`config.mk`:
```
export PLATFORM = sky130hd
export DESIGN_NAME = aes_ctr_rx_flat
export DESIGN_NICKNAME = d
export VERILOG_FILES = /design/src/rtl/aes_ctr_rx_if.sv /design/src/rtl/aes_ctr_rx.sv /design/src/flat_wrapper.sv
export SDC_FILE = /design/constraint.sdc
export NUM_CORES = 1
export LEC_CHECK = 0
export ABC_AREA = 1
export CAP_MARGIN = 15
export CORE_AREA = 4 4 257 259
export CTS_BUF_LIST = sky130_fd_sc_hd__clkbuf_8
export DETAILED_ROUTE_END_ITERATION = 10
export DIE_AREA = 0 0 261 263
export PLACE_DENSITY = 0.53
export SKIP_CTS_REPAIR_TIMING = 1
export SLEW_MARGIN = 20
export SYNTH_ARGS = -nofsm -noshare
export SYNTH_HDL_FRONTEND = slang
export SYNTH_SLANG_ARGS = --single-unit
export TNS_END_PERCENT = 30
```
`constraint.sdc`:
```
create_clock -name clk -period 1.8 [get_ports clk]
set_input_delay 0.36 -clock clk [delete_from_list [all_inputs] [get_ports clk]]
set_output_delay 0.36 -clock clk [all_outputs]
set_load 0.03 [all_outputs]
```
`src/rtl/aes_ctr_rx_if.sv`:
```
// Handshake bundle for aes_ctr_rx: key control, frame header, ciphertext in, plaintext out,
// and the port to the shared AES encipher core.
interface aes_ctr_rx_if #(
    parameter int unsigned NONCE_W = 64,
    parameter int unsigned CTR_W   = 64
);
    logic [127:0]         key;
    logic                 key_init;
    logic                 key_loaded;
    logic                 abort;
    logic                 hdr_valid;
    logic                 hdr_ready;
    logic [NONCE_W-1:0]   hdr_nonce;
    logic [CTR_W-1:0]     hdr_count;
    logic                 ct_valid;
    logic                 ct_ready;
    logic [127:0]         ct_data;
    logic                 ct_last;
    logic                 pt_valid;
    logic                 pt_ready;
    logic [127:0]         pt_data;
    logic                 pt_last;
    logic                 ctr_wrap_err;
    logic                 core_init;
    logic                 core_next;
    logic [127:0]         core_block;
    logic [127:0]         core_result;
    logic                 core_ready;

    // key goes straight to the AES core; the engine only sequences core_init.
    modport slave (
        input  key_init, abort, hdr_valid, hdr_nonce, hdr_count, ct_valid, ct_data, ct_last,
               pt_ready, core_result, core_ready,
        output key_loaded, hdr_ready, ct_ready, pt_valid, pt_data, pt_last, ctr_wrap_err,
               core_init, core_next, core_block
    );

    modport master (
        output key, key_init, abort, hdr_valid, hdr_nonce, hdr_count, ct_valid, ct_data, ct_last,
               pt_ready, core_result, core_ready,
        input  key_loaded, hdr_ready, ct_ready, pt_valid, pt_data, pt_last, ctr_wrap_err,
               core_init, core_next, core_block
    );
endinterface

```
`src/rtl/aes_ctr_rx.sv`:
```
// Receive-side AES-CTR engine: sequences a shared AES core to produce AES(key, {nonce, ctr})
// keystream ahead of each ciphertext block and XORs it in to return plaintext.
module aes_ctr_rx #(
    parameter int unsigned NONCE_W = 64,
    parameter int unsigned CTR_W   = 64
) (
    input logic         clk,
    input logic         reset,
    aes_ctr_rx_if.slave bus
);
    typedef enum logic [3:0] {
        S_NOKEY, S_KINIT, S_KARM, S_KWAIT, S_HDR,
        S_KSGO, S_KSARM, S_KSWAIT, S_CT, S_OUT
    } state_e;

    state_e             state_q, state_d;
    logic [NONCE_W-1:0] nonce_q, nonce_d;
    logic [CTR_W-1:0]   ctr_q, ctr_d;
    logic [127:0]       ks_q, ks_d;
    logic [127:0]       pt_data_q, pt_data_d;
    logic               pt_valid_q, pt_valid_d;
    logic               pt_last_q, pt_last_d;
    logic               key_loaded_q, key_loaded_d;
    logic               wrap_err_q, wrap_err_d;
    logic               abort_q, abort_d;
    logic               hdr_ready, ct_ready, core_init, core_next;

    always_comb begin
        state_d      = state_q;
        nonce_d      = nonce_q;
        ctr_d        = ctr_q;
        ks_d         = ks_q;
        pt_data_d    = pt_data_q;
        pt_valid_d   = pt_valid_q;
        pt_last_d    = pt_last_q;
        key_loaded_d = key_loaded_q;
        wrap_err_d   = wrap_err_q;
        abort_d      = abort_q;
        hdr_ready    = 1'b0;
        ct_ready     = 1'b0;
        core_init    = 1'b0;
        core_next    = 1'b0;
        unique case (state_q)
            S_NOKEY: begin
                if (bus.key_init) begin
                    key_loaded_d = 1'b0;
                    wrap_err_d   = 1'b0;
                    state_d      = S_KINIT;
                end
            end
            S_KINIT: begin
                core_init = 1'b1;
                state_d   = S_KARM;
            end
            // core_ready may still read high in the cycle after a start pulse
            S_KARM: state_d = S_KWAIT;
            S_KWAIT: begin
                if (bus.core_ready) begin
                    key_loaded_d = 1'b1;
                    state_d      = S_HDR;
                end
            end
            S_HDR: begin
                hdr_ready = !bus.key_init;
                if (bus.key_init) begin
                    key_loaded_d = 1'b0;
                    wrap_err_d   = 1'b0;
                    state_d      = S_KINIT;
                end else if (bus.hdr_valid) begin
                    nonce_d = bus.hdr_nonce;
                    ctr_d   = bus.hdr_count;
                    state_d = S_KSGO;
                end
            end
            S_KSGO: begin
                // An abort here suppresses the start so the core is never left busy.
                if (bus.abort) begin
                    state_d = S_HDR;
                end else begin
                    core_next = 1'b1;
                    state_d   = S_KSARM;
                end
            end
            S_KSARM: begin
                if (bus.abort) abort_d = 1'b1;
                state_d = S_KSWAIT;
            end
            S_KSWAIT: begin
                if (bus.abort) abort_d = 1'b1;
                if (bus.core_ready) begin
                    abort_d = 1'b0;
                    if (abort_q || bus.abort) begin
                        state_d = S_HDR;
                    end else begin
                        ks_d    = bus.core_result;
                        state_d = S_CT;
                    end
                end
            end
            S_CT: begin
                if (bus.abort) begin
                    state_d = S_HDR;
                end else begin
                    ct_ready = 1'b1;
                    if (bus.ct_valid) begin
                        pt_data_d  = bus.ct_data ^ ks_q;
                        pt_last_d  = bus.ct_last;
                        pt_valid_d = 1'b1;
                        if (!bus.ct_last && (&ctr_q)) wrap_err_d = 1'b1;
                        state_d = S_OUT;
                    end
                end
            end
            S_OUT: begin
                if (bus.abort) begin
                    pt_valid_d = 1'b0;
                    state_d    = S_HDR;
                end else if (bus.pt_ready) begin
                    pt_valid_d = 1'b0;
                    if (pt_last_q) begin
                        state_d = S_HDR;
                    end else begin
                        ctr_d   = ctr_q + CTR_W'(1);
                        state_d = S_KSGO;
                    end
                end
            end
            default: state_d = S_NOKEY;
        endcase
    end

    always_ff @(posedge clk or negedge reset) begin
        if (!reset) begin
            state_q      <= S_NOKEY;
            nonce_q      <= '0;
            ctr_q        <= '0;
            ks_q         <= '0;
            pt_data_q    <= '0;
            pt_valid_q   <= 1'b0;
            pt_last_q    <= 1'b0;
            key_loaded_q <= 1'b0;
            wrap_err_q   <= 1'b0;
            abort_q      <= 1'b0;
        end else begin
            state_q      <= state_d;
            nonce_q      <= nonce_d;
            ctr_q        <= ctr_d;
            ks_q         <= ks_d;
            pt_data_q    <= pt_data_d;
            pt_valid_q   <= pt_valid_d;
            pt_last_q    <= pt_last_d;
            key_loaded_q <= key_loaded_d;
            wrap_err_q   <= wrap_err_d;
            abort_q      <= abort_d;
        end
    end

    assign bus.hdr_ready    = hdr_ready;
    assign bus.ct_ready     = ct_ready;
    assign bus.core_init    = core_init;
    assign bus.core_next    = core_next;
    assign bus.core_block   = {nonce_q, ctr_q};
    assign bus.pt_valid     = pt_valid_q;
    assign bus.pt_data      = pt_data_q;
    assign bus.pt_last      = pt_last_q;
    assign bus.key_loaded   = key_loaded_q;
    assign bus.ctr_wrap_err = wrap_err_q;
endmodule

```
`src/flat_wrapper.sv`:
```
// flat-port wrapper written by rule: the top's interface ports become plain ports
module aes_ctr_rx_flat 
#(
    parameter int unsigned NONCE_W = 64,
    parameter int unsigned CTR_W   = 64
)
  (clk, reset, bus_key_init, bus_abort, bus_hdr_valid, bus_hdr_nonce, bus_hdr_count, bus_ct_valid, bus_ct_data, bus_ct_last, bus_pt_ready, bus_core_result, bus_core_ready, bus_key_loaded, bus_hdr_ready, bus_ct_ready, bus_pt_valid, bus_pt_data, bus_pt_last, bus_ctr_wrap_err, bus_core_init, bus_core_next, bus_core_block);
  aes_ctr_rx_if #(.NONCE_W(NONCE_W), .CTR_W(CTR_W)) bus_i ();
  input logic clk;
  input logic reset;
  input wire logic [$bits(bus_i.key_init)-1:0] bus_key_init;
  input wire logic [$bits(bus_i.abort)-1:0] bus_abort;
  input wire logic [$bits(bus_i.hdr_valid)-1:0] bus_hdr_valid;
  input wire logic [$bits(bus_i.hdr_nonce)-1:0] bus_hdr_nonce;
  input wire logic [$bits(bus_i.hdr_count)-1:0] bus_hdr_count;
  input wire logic [$bits(bus_i.ct_valid)-1:0] bus_ct_valid;
  input wire logic [$bits(bus_i.ct_data)-1:0] bus_ct_data;
  input wire logic [$bits(bus_i.ct_last)-1:0] bus_ct_last;
  input wire logic [$bits(bus_i.pt_ready)-1:0] bus_pt_ready;
  input wire logic [$bits(bus_i.core_result)-1:0] bus_core_result;
  input wire logic [$bits(bus_i.core_ready)-1:0] bus_core_ready;
  output wire logic [$bits(bus_i.key_loaded)-1:0] bus_key_loaded;
  output wire logic [$bits(bus_i.hdr_ready)-1:0] bus_hdr_ready;
  output wire logic [$bits(bus_i.ct_ready)-1:0] bus_ct_ready;
  output wire logic [$bits(bus_i.pt_valid)-1:0] bus_pt_valid;
  output wire logic [$bits(bus_i.pt_data)-1:0] bus_pt_data;
  output wire logic [$bits(bus_i.pt_last)-1:0] bus_pt_last;
  output wire logic [$bits(bus_i.ctr_wrap_err)-1:0] bus_ctr_wrap_err;
  output wire logic [$bits(bus_i.core_init)-1:0] bus_core_init;
  output wire logic [$bits(bus_i.core_next)-1:0] bus_core_next;
  output wire logic [$bits(bus_i.core_block)-1:0] bus_core_block;
  assign bus_i.key_init = bus_key_init;
  assign bus_i.abort = bus_abort;
  assign bus_i.hdr_valid = bus_hdr_valid;
  assign bus_i.hdr_nonce = bus_hdr_nonce;
  assign bus_i.hdr_count = bus_hdr_count;
  assign bus_i.ct_valid = bus_ct_valid;
  assign bus_i.ct_data = bus_ct_data;
  assign bus_i.ct_last = bus_ct_last;
  assign bus_i.pt_ready = bus_pt_ready;
  assign bus_i.core_result = bus_core_result;
  assign bus_i.core_ready = bus_core_ready;
  assign bus_key_loaded = bus_i.key_loaded;
  assign bus_hdr_ready = bus_i.hdr_ready;
  assign bus_ct_ready = bus_i.ct_ready;
  assign bus_pt_valid = bus_i.pt_valid;
  assign bus_pt_data = bus_i.pt_data;
  assign bus_pt_last = bus_i.pt_last;
  assign bus_ctr_wrap_err = bus_i.ctr_wrap_err;
  assign bus_core_init = bus_i.core_init;
  assign bus_core_next = bus_i.core_next;
  assign bus_core_block = bus_i.core_block;
  aes_ctr_rx #(.NONCE_W(NONCE_W), .CTR_W(CTR_W)) u_core (.clk(clk), .reset(reset), .bus(bus_i));
endmodule
```
# == Yosys cells after proc, flatten, opt, wreduce, memory -nomap -nowiden ==
# Cells that the tools add are included.
# totals
ff_bits,393
inputBits,393
output_inout_bits,264
wordCells,98
# op_classes
add_sub_neg,1
eq_ne,24
muxes,39
bitwise_logic,4
n_reduce_logical,20
# op_table
operator,count
2-to-1 mux 64 bit,5
one-hot mux 64 bit (2 select lines),1
XOR 128 bit,1
"adder 64 x 1 -> 64 bit, second input constant",1
AND reduction 64 bit,1
2-to-1 mux 4 bit,10
one-hot mux 4 bit (10 select lines),1
"!= test 2 bit, second input constant",10
2-to-1 mux 1 bit,17
"equality test 4 x 3 -> 1 bit, second input constant",4
AND reduction 3 bit,4
AND reduction 6 bit,2
nonzero test 2 bit,5
"!= test 3 bit, second input constant",3
"equality test 4 x 2 -> 1 bit, second input constant",2
"equality test 4 bit, second input constant",2
one-hot mux 1 bit (2 select lines),4
AND reduction 5 bit,1
"equality test 4 x 1 -> 1 bit, second input constant",1
zero test 4 bit,1
"!= test 2 x 1 -> 1 bit, second input constant",2
AND reduction 4 bit,1
inverter 1 bit,3
zero test 1 bit,2
4 further kinds,4

# == Logic depth before layout (Yosys ltp) ==
# Gate-level depths: netlist of run 1.
# logic_depth
word_depth,6
depth_mapped,12
ltp_nobuf,12

# == Worst setup path before layout of run 1 ==
# OpenSTA, ideal clock, no wires.
# synth_path
kind,flip-flop to flip-flop
from,register u_core.ctr_q[1]
to,register u_core.ctr_q[36]
setup_ns,0.117
arrival_time_ns,1.723
required_ns,1.683
slack_ns,-0.040
stages_incl_launch_ff,11
n_path_buf,0
synth_period_minus_slack_ns,1.840
path_cell_list,dfrtp_1 > ha_1 > nand2_1 > nor2_1 > nand2_1 > nor2_2 > nand2_1 > o21ai_0 > nand3_1 > nand2_1 > nand2_1
# synth_between
elab_chain_cells,5
# synth_lines
item,line_no,rtl
start: declaration,aes_ctr_rx.sv:18,"logic [CTR_W-1:0] ctr_q, ctr_d;"
start signal: assignment,aes_ctr_rx.sv:147,ctr_q <= ctr_d;
adder 64 x 1 -> 64 bit,aes_ctr_rx.sv:123,ctr_d = ctr_q + CTR_W'(1);
2-to-1 mux 64 bit,aes_ctr_rx.sv:120,if (pt_last_q) begin
2-to-1 mux 64 bit,aes_ctr_rx.sv:118,end else if (bus.pt_ready) begin
2-to-1 mux 64 bit,aes_ctr_rx.sv:115,if (bus.abort) begin
one-hot mux 64 bit (2 select lines),aes_ctr_rx.sv:43,unique case (state_q)
# Every way passes these cells. The select of a mux whose other input is x is not followed.
# A chain may end at the register's enable or synchronous reset.

# == Worst setup path in the final report of run 1 ==
# layout_path
from,register u_core.state_q[1]
to,output bus_ct_ready
# layout_between
elab_chain_cells,2
# layout_lines
item,line_no,rtl
start: declaration,aes_ctr_rx.sv:16,"state_e state_q, state_d;"
start signal: assignment,aes_ctr_rx.sv:145,state_q <= state_d;
equality test 4 bit,aes_ctr_rx.sv:43,
2-to-1 mux 1 bit,aes_ctr_rx.sv:43,
end: declaration,flat_wrapper.sv:24,output wire logic [$bits(bus_i.ct_ready)-1:0] bus_ct_ready;
# Every way passes these cells.

==> results.yml, run 1 <==
worst_setup_path:
  worst-setup-path-type: "flip-flop to primary output"
  crit_fanout: 5
  critPathTopFamily: "flip-flops"
  cp_data_arrival_time_ns: 1.80
  slowest_delay_ns: 0.45
  crit_path_end_kind: "primary output"
  cp_data_required_time_ns: 1.44
  crit_buf_inv: 4
  path_common_cell: "inv_2"
  slowest_stage: "dfrtp_2"
  setup.worst_path.start_class: "flip-flop"
  cp_cell_sequence: "inv_2 -> nand2_4 -> nor3_4 -> nand2_2 -> inv_2 -> buf_6 -> buf_12"
floorplan:
  die_w_um: 261
  core_area_sq_um: 63900
  die-area_sq_um: 68600
  dieHeight_um: 263
  start_util: 0.298
  io_pins: 657
  std_cell_rows: 93
drt:
  wl_per_cell_um: 20.2
  drt-total-wl_um: 76300
  drt_iter0_markers: 931
  ant_nets: 0
  drc_errors: 0
  detail_route.first_pass.iterations: 5
  via_per_inst: 4.53
  num_vias: 17100
logic_synthesis:
  netlist_area_sq_um: 19000
  ys_ff_latch: 393
  synth_cell_types: 40
  avgSynthCellArea_sq_um: 9.61
  synth-edff-count: 0
  synth_seq_area_share: 0.517
  syn_inst: 1979
  synth_fp_nets: 2373
  synth-async-reset-ratio: 1.00
  yosys_warnings: 0
  ys.flop_type: "dfrtp_1"
clock_network:
  cts_buffer_depth: 3
  cts_tree: "built"
  cts_max_level: 3
  cts_sinks: 393
  cts_made_buffers: 76
  cts_root_buf: "clkbuf_8"
  clk-insertion-delay-late_ns: 0.66
  clk_pin_slew_worst_paths_ns: 0.06
pwr:
  leakage_nw: 16.7
  vdd_drop_max_mv: 0.536
  pwr-share-seq: 0.349
  p_comb_frac: 0.435
  p_switching_mw: 15.9
  switching_share: 0.384
  pwr-share-clk: 0.216
  internal_power_mw: 25.6
  powerDensity_nw_per_um2: 1360
global_routing:
  antenna_found_initial: 22
  grt_pass1_vias: 17800
  grt_pass1_wl_um: 110000
  grt_overflow: 0
  grt_max_degree: 72
  grtUsageTotal: 0.212
status:
  violations: "setup timing"
  status: "finished with violations"
sta:
  fin_crit_ns: 2.16
  report.final.hold_viol_count: 0
  period_share: 1.20
  fin_worst_skew_ns: 0.0499
  slew_viol_final: 0
  fin_ws_ns: -0.362
  rsz0062_at_grt: "yes"
  slew_headroom: 0.688
  timing.fmax_mhz: 463
  worstMarginPinSlew_ns: 0.467
  setup_viol: 20
  setup_tns_ns: -1.50
placement:
  dp_hpwl_um: 60000
  io_buffers: 656
  dp_slack_ns: -0.256
  gp_congestion: 0.916
  placedInstanceArea_sq_um: 28000
worst_hold_path:
  hp-class: "primary input to async pin"
finish:
  stdcell_area_sq_um: 30600
  area_growth_pct: 60.7
  final_layout_size_suffix_gt1_frac: 0.204
  final_nets: 3254
run:
  max_cap_viol_count: 0
## metrics by stage
stage / utilization / hold WS [ns] / total power [mW] / cells
after floorplan: - / 0.0644 / 23.2 / 1979
after global placement: 0.439 / 0.250 / 32.0 / 3616
after detailed placement: 0.439 / 0.247 / 32.3 / 3616
after CTS: 0.463 / -0.496 / 41.6 / 3747
after global routing: 0.478 / 0.161 / 43.9 / 3770
final: 0.478 / 0.185 / 41.5 / 3772
## logic make-up (layout without fill, tap and decap cells)
logic type      Yosys count  after routing  synth area share
simple gates            826            826             0.175
other cells               0              4                 0
xor+xnor                140            140            0.0645
buf+inv                 194           1127            0.0528
fa+ha+maj                 1              1          0.000658
mux                     192            192             0.126
flops                   393            393             0.517
compound gates          233            234            0.0645
## layout by cell type (no fill, tap or decap), types with 17 or more instances in the layout
master / count
o21ai_1: 59
a21oi_1: 24
nand3_1: 59
xnor2_1: 131
mux2_4: 60
nand4_1: 17
dfrtp_2: 21
nor2_2: 32
buf_6: 54
dfrtp_1: 372
dlymetal6s2s_1: 186
nand2_1: 483
nor2_1: 178
inv_1: 135
mux2_1: 120
o21ai_0: 123
clkdlybuf4s50_1: 391
clkbuf_8: 94
buf_4: 185
buf_12: 39
## layer usage
metal | share of wire | vias up | track usage
met2 | 0.49 | 595 | 0.367
met4 | 0.037 | 36 | 0.0700
met5 | 0.0030 | - | 0
met1 | 0.38 | 8077 | 0.236
met3 | 0.097 | 168 | 0.0871
li1 | - | 8193 | -
## path summary, 6_finish.rpt
| kind | startpoint | to | slack [ns] | cells after the start |
|---|---|---|---|---|
| min in group clk | bus_core_result[64] | u_core.ks_q[64] | 0.29 | 2 |
| setup reg to reg | u_core.state_q[3] | u_core.ctr_q[46] | -0.16 | 12 |
| hold / removal | reset | u_core.bus.pt_data[109] | 0.18 | 2 |
| hold reg to reg | u_core.bus.pt_data[83] | u_core.bus.pt_data[83] | 0.48 | 2 |
| max in group asynchronous | reset | u_core.nonce_q[13] | 0.87 | 4 |
| setup / recovery | u_core.state_q[1] | bus_ct_ready | -0.36 | 7 |
## cell usage after synthesis (2+ instances only)
library cell    n  area [sq um]
o21bai_1        2          15.0
o22ai_1         4          25.0
nor3_1         13          65.1
inv_1         111           417
nand3_1        63           315
xor2_1          9          78.8
o21ai_1        50           250
o21a_1          2          15.0
buf_2          31           155
xnor2_1       131          1150
mux2_4         60           901
a21oi_1        25           125
nand2_1       496          1860
a22oi_1         3          22.5
a31oi_1         4          25.0
buf_4          17           128
mux2_2         12           135
nand3_2         2          20.0
nor2_2          9          56.3
nand3b_1        2          15.0
clkbuf_1        7          26.3
nand4_1        17           106
nand2_2         4          25.0
dfrtp_1       393          9830
o21ai_0       136           681
nor2_1        212           796
mux2_1        120          1350
buf_6          23           259
nor2_4          2          22.5
or2_2           5          31.3
inv_2           5          18.8
## state kept, by name, indices dropped and copies added (netlist names)
| name | flops |
|---|---|
| u_core.bus.pt_data | 128 |
| u_core.ks_q | 128 |
| u_core.ctr_q | 64 |
| u_core.nonce_q | 64 |
| u_core.state_q | 4 |
| u_core.abort_q | 1 |
| u_core.bus.ctr_wrap_err | 1 |
| u_core.bus.key_loaded | 1 |
| u_core.bus.pt_last | 1 |
| u_core.bus.pt_valid | 1 |
## worst register-to-register path: cells and delay by family, from the launching register on
kind	cells	cell delay, ns
AND/OR/NAND/NOR	6	0.72
flip-flops	1	0.41
buffers and inverters	6	0.70
## power by group through the flow
stage	clock, mW	sequential, mW	combinational (mW)
finish	8.99	14.5	18.1
detailed placement	0	14.5	17.8
CTS	9.35	14.4	17.9
global placement	0	14.4	17.6
floorplan	0	17.7	5.48
global route	9.72	14.8	19.3
## cell type report
type	count	area [sq um]
antenna	4	10.0
clock buffer	94	1290
clock inverter	37	218
fill	5955	33300
inverter	116	438
multi-input combinational	1393	8500
sequential	393	9860
tap	855	1070
timing repair buffer	880	9170
Power figures use the tool's default switching activity.
==> run 2: changes to the inputs <==
Settings changed: CTS_CLUSTER_SIZE set to 16.
==> run 2 against run 1 <==
Against the previous run:
- the run still ends with setup timing left
- critical path depth unchanged
- largest cell class unchanged
- setup slack gained 0.0030 ns
- via count rose by 0.11%
- global-route usage is essentially flat
- die area is the same
- clock skew increased by 0.0020 ns
==> results.yml, run 2 (synthesis gave the netlist of run 1 again) <==
sta:
  rsz0062_at_grt: "yes"
  fin_crit_ns: 2.16
  period_share: 1.20
  slew_headroom: 0.688
  setup_viol: 22
  setup_tns_ns: -1.53
  report.final.hold_viol_count: 0
  fin_worst_skew_ns: 0.0519
  timing.fmax_mhz: 463
  fin_ws_ns: -0.359
  slew_viol_final: 0
  worstMarginPinSlew_ns: 0.468
worst_setup_path:
  path_common_cell: "inv_2"
  r2r-start: "u_core.state_q[3]"
  rr_endpoint: "u_core.ctr_q[46]"
  crit_start: "u_core.state_q[1]"
  slowest_stage: "dfrtp_2"
  critPathTopFamily: "flip-flops"
  worst-setup-path-type: "flip-flop to primary output"
  crit_buf_inv: 4
  cp_cell_sequence: "inv_2 -> nand2_4 -> nor3_4 -> nand2_2 -> inv_2 -> buf_6 -> buf_12"
  crit_path_end_kind: "primary output"
  slowest_delay_ns: 0.45
  regToRegSetupSlack_ns: -0.15
  cp_data_required_time_ns: 1.44
  crit_fanout: 5
  setup.worst_path.start_class: "flip-flop"
  reg2regPathDepth: 12
  cp_data_arrival_time_ns: 1.80
global_routing:
  grtUsageTotal: 0.212
  grt_pass1_vias: 17800
  antenna_found_initial: 22
  grt_max_degree: 72
  grt_overflow: 0
  grt_pass1_wl_um: 110000
clock_network:
  cts_tree: "built"
  clk-insertion-delay-late_ns: 0.66
  cts_made_buffers: 76
  clk_pin_slew_worst_paths_ns: 0.06
  cts_max_level: 3
  cts_sinks: 393
  cts_root_buf: "clkbuf_8"
  cts_buffer_depth: 3
pwr:
  internal_power_mw: 25.6
  pwr-share-seq: 0.349
  pwr-share-clk: 0.216
  leakage_nw: 16.7
  vdd_drop_max_mv: 0.536
  p_comb_frac: 0.435
  p_switching_mw: 15.9
  switching_share: 0.384
  powerDensity_nw_per_um2: 1360
finish:
  final_common_cell: "nand2_1"
  stdcell_area_sq_um: 30600
  fillers: 5951
  final_nets: 3254
  final_layout_size_suffix_gt1_frac: 0.204
  area_growth_pct: 60.7
  final_core_util: 0.478
  mostFrequentLayoutCells: "nand2_1 (483), clkdlybuf4s50_1 (391), dfrtp_1 (372)"
drt:
  ant_nets: 0
  drt-total-wl_um: 76300
  wl_per_cell_um: 20.2
  met2_length_um: 37200
  highest_layer: "met5"
  num_vias: 17100
  via_per_inst: 4.53
  drt_iter0_markers: 1027
  drc_errors: 0
  met1Wirelength_um: 28400
  detail_route.first_pass.iterations: 5
  wl_met3_um: 7650
floorplan:
  die_w_um: 261
  std_cell_rows: 93
  start_util: 0.298
  die-area_sq_um: 68600
  dieHeight_um: 263
  core_area_sq_um: 63900
  io_pins: 657
placement:
  placedInstanceArea_sq_um: 28000
  dp_slack_ns: -0.256
  io_buffers: 656
  gp_congestion: 0.916
  dp_hpwl_um: 60000
status:
  status: "finished with violations"
  violations: "setup timing"
run:
  max_cap_viol_count: 0
worst_hold_path:
  hp-class: "primary input to async pin"
run 2: cell counts in the layout (fill, tap and decap cells not counted):
Identical to the previous run, type by type.
run 2: stage by stage:
| step | power [mW] | hold WS (ns) | std cells |
|---|---|---|---|
| after floorplan | 23.2 | 0.0644 | 1979 |
| after global placement | 32.0 | 0.250 | 3616 |
| after detailed placement | 32.3 | 0.247 | 3616 |
| after CTS | 41.6 | -0.497 | 3747 |
| after global routing | 43.9 | 0.144 | 3770 |
| final | 41.5 | 0.169 | 3772 |
run 2: metal layers:
metal  vias to the layer above  global-route usage
li1                       8191                   -
met1                      8064               0.236
met2                       627               0.367
met3                       170              0.0871
met4                        36              0.0701
met5                         -                   0
run 2: area by class of cell:
| cell class | instances | area [sq um] | area share |
|---|---|---|---|
| sequential | 393 | 9860 | 0.323 |
| timing repair buffer | 880 | 9170 | 0.300 |
| multi-input combinational | 1393 | 8500 | 0.278 |
| clock buffer | 94 | 1290 | 0.0423 |
| tap | 855 | 1070 | 0.0350 |
| inverter | 116 | 438 | 0.0143 |
| clock inverter | 37 | 218 | 0.00712 |
| antenna | 4 | 10.0 | 0.000328 |
run 2: power groups by stage:
stage                     clock (mW)  combinational [mW]  sequential, mW
after floorplan                    0                5.48            17.7
after global placement             0                17.6            14.4
after detailed placement           0                17.8            14.5
after CTS                       9.36                17.9            14.4
after global routing            9.72                19.3            14.8
final                           8.98                18.0            14.5
run 2: how the worst max path moves through the flow:
stage / end / slack (ns) / cells past startpoint
detailed placement: u_core.ks_q[68] / -0.26 / 5
CTS: bus_core_block[35] / -0.59 / 2
finish: bus_ct_ready / -0.36 / 7
floorplan: u_core.ctr_q[36] / 0.07 / 10
global placement: u_core.ks_q[70] / -0.26 / 5
global route: bus_ct_ready / -0.51 / 7
